## src/rtl/multicycle_ctrl_fsm.sv

```systemverilog
// Main control FSM of the multicycle RV32I subset core (lw, sw, R, I, beq, jal).
// Outputs decode combinationally from the state; strobes are masked while rst_n is low.
module multicycle_ctrl_fsm #(
    parameter bit USE_MEM_READY = 1'b1
) (
    input  logic       clk,
    input  logic       rst_n,
    input  logic [6:0] op,
    input  logic       zero,
    input  logic       mem_ready,
    output logic       mem_req,
    output logic       adrSrc,
    output logic       memWrite,
    output logic       irWrite,
    output logic       pcWrite,
    output logic       regWrite,
    output logic [1:0] resultSrc,
    output logic [1:0] aluSrcA,
    output logic [1:0] aluSrcB,
    output logic [1:0] aluOp,
    output logic       instr_done,
    output logic       illegal,
    output logic [3:0] state
);

    localparam logic [6:0] OP_LW   = 7'b0000011;
    localparam logic [6:0] OP_SW   = 7'b0100011;
    localparam logic [6:0] OP_R    = 7'b0110011;
    localparam logic [6:0] OP_I    = 7'b0010011;
    localparam logic [6:0] OP_BEQ  = 7'b1100011;
    localparam logic [6:0] OP_JAL  = 7'b1101111;

    typedef enum logic [3:0] {
        S_FETCH    = 4'd0,
        S_DECODE   = 4'd1,
        S_MEMADR   = 4'd2,
        S_MEMREAD  = 4'd3,
        S_MEMWB    = 4'd4,
        S_MEMWRITE = 4'd5,
        S_EXECR    = 4'd6,
        S_EXECI    = 4'd7,
        S_ALUWB    = 4'd8,
        S_BEQ      = 4'd9,
        S_JAL      = 4'd10,
        S_TRAP     = 4'd11
    } state_t;

    state_t r_state;
    state_t w_state_nxt;
    logic   r_illegal;

    logic w_ready;
    logic w_mem_req;
    logic w_mem_write;
    logic w_ir_write;
    logic w_pc_update;
    logic w_branch;
    logic w_pc_write;
    logic w_reg_write;
    logic w_instr_done;

    assign w_ready = USE_MEM_READY ? mem_ready : 1'b1;

    // State register
    always_ff @(posedge clk or negedge rst_n) begin
        if (!rst_n) begin
            r_state <= S_FETCH;
        end else begin
            r_state <= w_state_nxt;
        end
    end

    // Sticky trap flag, set on the transition into TRAP
    always_ff @(posedge clk or negedge rst_n) begin
        if (!rst_n) begin
            r_illegal <= 1'b0;
        end else if (w_state_nxt == S_TRAP) begin
            r_illegal <= 1'b1;
        end
    end

    // Next-state and output decode
    always_comb begin
        w_state_nxt  = r_state;
        w_mem_req    = 1'b0;
        adrSrc       = 1'b0;
        w_mem_write  = 1'b0;
        w_ir_write   = 1'b0;
        w_pc_update  = 1'b0;
        w_branch     = 1'b0;
        w_reg_write  = 1'b0;
        resultSrc    = 2'b00;
        aluSrcA      = 2'b00;
        aluSrcB      = 2'b00;
        aluOp        = 2'b00;
        w_instr_done = 1'b0;

        case (r_state)
            S_FETCH: begin
                w_mem_req   = 1'b1;
                aluSrcB     = 2'b10;
                resultSrc   = 2'b10;
                w_ir_write  = w_ready;
                w_pc_update = w_ready;
                if (w_ready) begin
                    w_state_nxt = S_DECODE;
                end
            end
            S_DECODE: begin
                aluSrcA = 2'b01;
                aluSrcB = 2'b01;
                case (op)
                    OP_LW, OP_SW: w_state_nxt = S_MEMADR;
                    OP_R:         w_state_nxt = S_EXECR;
                    OP_I:         w_state_nxt = S_EXECI;
                    OP_BEQ:       w_state_nxt = S_BEQ;
                    OP_JAL:       w_state_nxt = S_JAL;
                    default:      w_state_nxt = S_TRAP;
                endcase
            end
            S_MEMADR: begin
                aluSrcA     = 2'b10;
                aluSrcB     = 2'b01;
                w_state_nxt = (op == OP_SW) ? S_MEMWRITE : S_MEMREAD;
            end
            S_MEMREAD: begin
                w_mem_req = 1'b1;
                adrSrc    = 1'b1;
                if (w_ready) begin
                    w_state_nxt = S_MEMWB;
                end
            end
            S_MEMWB: begin
                resultSrc    = 2'b01;
                w_reg_write  = 1'b1;
                w_instr_done = 1'b1;
                w_state_nxt  = S_FETCH;
            end
            S_MEMWRITE: begin
                w_mem_req    = 1'b1;
                adrSrc       = 1'b1;
                w_mem_write  = 1'b1;
                w_instr_done = w_ready;
                if (w_ready) begin
                    w_state_nxt = S_FETCH;
                end
            end
            S_EXECR: begin
                aluSrcA     = 2'b10;
                aluOp       = 2'b10;
                w_state_nxt = S_ALUWB;
            end
            S_EXECI: begin
                aluSrcA     = 2'b10;
                aluSrcB     = 2'b01;
                aluOp       = 2'b10;
                w_state_nxt = S_ALUWB;
            end
            S_ALUWB: begin
                w_reg_write  = 1'b1;
                w_instr_done = 1'b1;
                w_state_nxt  = S_FETCH;
            end
            S_BEQ: begin
                aluSrcA      = 2'b10;
                aluOp        = 2'b01;
                w_branch     = 1'b1;
                w_instr_done = 1'b1;
                w_state_nxt  = S_FETCH;
            end
            S_JAL: begin
                aluSrcA     = 2'b01;
                aluSrcB     = 2'b10;
                w_pc_update = 1'b1;
                w_state_nxt = S_ALUWB;
            end
            S_TRAP: begin
                w_state_nxt = S_TRAP;
            end
            default: begin
                w_state_nxt = S_FETCH;
            end
        endcase

        w_pc_write = w_pc_update | (w_branch & zero);
    end

    // Strobes are held off while reset is asserted
    assign mem_req    = w_mem_req    & rst_n;
    assign memWrite   = w_mem_write  & rst_n;
    assign irWrite    = w_ir_write   & rst_n;
    assign pcWrite    = w_pc_write   & rst_n;
    assign regWrite   = w_reg_write  & rst_n;
    assign instr_done = w_instr_done & rst_n;
    assign illegal    = r_illegal;
    assign state      = 4'(r_state);

endmodule

```

## config.mk

```make
export PLATFORM = sky130hd
export DESIGN_NAME = multicycle_ctrl_fsm
export DESIGN_NICKNAME = d
export VERILOG_FILES = /design/src/rtl/multicycle_ctrl_fsm.sv
export SDC_FILE = /design/constraint.sdc
export NUM_CORES = 1
export LEC_CHECK = 0
export ABC_CLOCK_PERIOD_IN_PS = 1800
export CAP_MARGIN = 20
export CORE_MARGIN = 8
export CORE_UTILIZATION = 42
export CTS_BUF_LIST = sky130_fd_sc_hd__clkbuf_8
export DETAILED_ROUTE_END_ITERATION = 8
export GPL_TIMING_DRIVEN = 0
export PLACE_DENSITY = 0.79
export SKIP_LAST_GASP = 1
export SLEW_MARGIN = 15
export SYNTH_ARGS = -nofsm -noshare
export SYNTH_HDL_FRONTEND = slang
export SYNTH_SLANG_ARGS = --single-unit
```

## constraint.sdc

```tcl
create_clock -name clk -period 1.8 [get_ports clk]
set_input_delay 0.36 -clock clk [delete_from_list [all_inputs] [get_ports clk]]
set_output_delay 0.36 -clock clk [all_outputs]
set_load 0.05 [all_outputs]
```

==> results of run 1 <==
## per-stage QoR
stage,hold slack [ns],cells,cell area [µm²],power [mW]
2_1_floorplan,0.0644,97,876,1.86
4_1_cts,0.191,157,1350,2.81
3_3_place_gp,0.550,143,1200,2.36
5_1_grt,0.198,162,1470,3.40
6_report,0.196,162,1470,3.30
3_5_place_dp,0.577,143,1200,2.40
## logic make-up after synthesis
family	Yosys count	share of synthesized area, %
flops	5	18.2
compound gates	24	25.7
buf+inv	11	8.20
simple gates	55	45.4
xor+xnor	2	2.55
## report_power, final
group | total [mW] | internal [mW] | switching (mW)
Combinational | 2.89 | 1.15 | 1.74
Sequential | 0.199 | 0.160 | 0.0390
Clock | 0.214 | 0.147 | 0.0671
Total | 3.30 | 1.45 | 1.85
## critical path, cell delays in order, from the launching register on
cell and delay [ns]:
dfrtp_2 0.40, buf_6 0.14, buf_12 0.14, xnor2_4 0.15, nor2_2 0.12, nor2_2 0.07, nor3b_4 0.21, buf_6 0.18
## area by class of cell
class	instances	area [µm²]	area share (%)
multi-input cells	81	736	50.0
repair buffers	45	415	28.3
flip-flops and latches	5	130	8.85
plain buffers	7	109	7.40
clock buffers	3	41.3	2.81
well taps	16	20.0	1.36
inverters	4	15.0	1.02
clock inverters	1	3.75	0.255
## per-layer routing
layer	global-route usage (%)	vias up	share of wire [%]
li1	-	459	-
met1	22.1	503	35
met2	31.5	119	46
met3	4.72	43	11
met4	3.78	0	7.3
met5	0	-	0
## state kept, by name, indices dropped and copies added, names as in the netlist
register and flops:
state 4, illegal 1
## final timing paths
| kind | start | endpoint | cells past startpoint |
|---|---|---|---|
| max | state[1]$_DFF_PN0_ | mem_req | 7 |
| min | rst_n | state[0]$_DFF_PN0_ | 1 |
| max reg2reg | state[1]$_DFF_PN0_ | illegal$_DFFE_PN0N_ | 6 |
| min reg2reg | illegal$_DFFE_PN0N_ | illegal$_DFFE_PN0N_ | 2 |
| max in group asynchronous | rst_n | state[3]$_DFF_PN0_ | 1 |
| min in group clk | illegal$_DFFE_PN0N_ | illegal$_DFFE_PN0N_ | 2 |
## layout by cell type (no fill, tap or decap), types with 2 or more instances in the layout
cell / count
nor2_1: 3
nand2b_4: 4
dlygate4sd2_1: 3
clkbuf_8: 3
buf_2: 2
nand2_1: 7
a21oi_1: 2
nand2b_1: 3
o21ai_0: 3
nor2_4: 3
a21oi_4: 2
and3_1: 2
buf_4: 18
buf_12: 4
and3b_1: 3
and2_1: 2
nor3_4: 2
nor3b_4: 2
nor3_2: 3
a31oi_1: 2
buf_6: 12
nor2_2: 6
nor3b_1: 3
dfrtp_2: 4
clkdlybuf4s50_1: 11
inv_1: 5
## timing repair
action / 4_1_cts / 5_1_grt
setup endpoints to repair: 16 / 13
hold endpoints to repair: 0 / 0
buffers inserted: 10 / 5
pin swaps: 7 / 9
resized for setup: 108 / 21
==> results.cfg, run 1 <==
[yosys]
yosys_warnings = 0
synth_common_cells = nor2_1 (12), nand2_1 (7), nand2b_1 (7)
synth_top_area_share_pct = 18.2
synth_ff_type = dfrtp_1
synthTopCellsByArea = dfrtp_1 (18%), nor2_1 (6.6%), nand2b_1 (6.4%)
synth_edf_count = 0
syn_nets = 108
synth-seq-cells = 5
synthCells = 97
synth_largest_area_cell = dfrtp_1
async_flop_share_pct = 100
synth-seq-area-share_pct = 18.2
synth_area_per_cell_um2 = 7.08
ys_types = 37
synth.most_common_cell = nor2_1
netlist_area_um2 = 687

[finish]
num_antenna_cells = 0
syn_to_final_growth_pct = 114
fill_cells = 26
fin_nets = 158
drive_gt1_share_pct = 54.8
utilization_pct = 96.5

[floorplanning]
die_area_um2 = 3190
die_x_um = 56.4
row_count = 14
initial_core_util_pct = 45.1
ios = 31
fp.dieH_um = 56.4
core_um2 = 1520

[drt]
drcViolationCount = 0
antenna_left = 0
wire_per_inst_um = 24.9
num_vias = 1124
via_per_inst = 6.94
detail_route.iter0.violations = 71
dr.pass1.iters = 5
routed_wl_mm = 4.03

[setup_path]
start_kind = flop
critPathCaptureType = output pin
crit_type = reg -> out
required_ns = 1.44
path_max_fanout = 7
reg2reg_slack_ns = 0.01
cp.arrival_ns = 1.65

[sta]
period_minus_slack_ns = 2.01
final.period_utilization_pct = 112
setup_violations = 14
rsz0062_at_grt = yes
finClkSkew_ns = 0.000838
setup_tns_ns = -1.33
slew_headroom_pct = 62.9
tightest_slew_ns = 0.554
hold_violations = 0
drv_slew = 0
finalWorstSetupSlack_ns = -0.212
fmax_mhz = 497

[flow_run]
maxCapViolCount = 0

[pwr]
leakage_nw = 0.632
vdd_ir_drop_max_uv = 1510
powerDensity_nw_per_um2 = 2240

[global_routing]
grt_overflow = 0
grt_pass1_vias = 982
grt_max_degree = 11
grt_pass1_wl_mm = 4.92
antenna_found_initial = 0
grt_usage_pct = 18.4

[place]
globalplace.congestion = 0.904
place_hpwl_mm = 1.91
port_buffers = 30
pre_cts_ws_ns = -0.933

[clocking]
cts-root-buf = clkbuf_8
tritoncts = done
clk_path_buf_depth = 2
hold_buffers = 0
clock-sinks = 5
cts_max_level = 1
clk_latency_ns = 0.23
cts.reportedPaths.clkPinSlew_ns = 0.04
cts_made_buffers = 3

[status]
violations = negative setup slack
status = finished with violations

[worst_hold_path]
holdCritPathClass = in -> async
No activity file was read; power rests on OpenSTA's default activity.
==> run 2: changes to the inputs <==
- ABC_CLOCK_PERIOD_IN_PS: 1800 -> unset
==> results of run 2 <==
No change in the layout: final DEF, timing and power equal those of run 1.
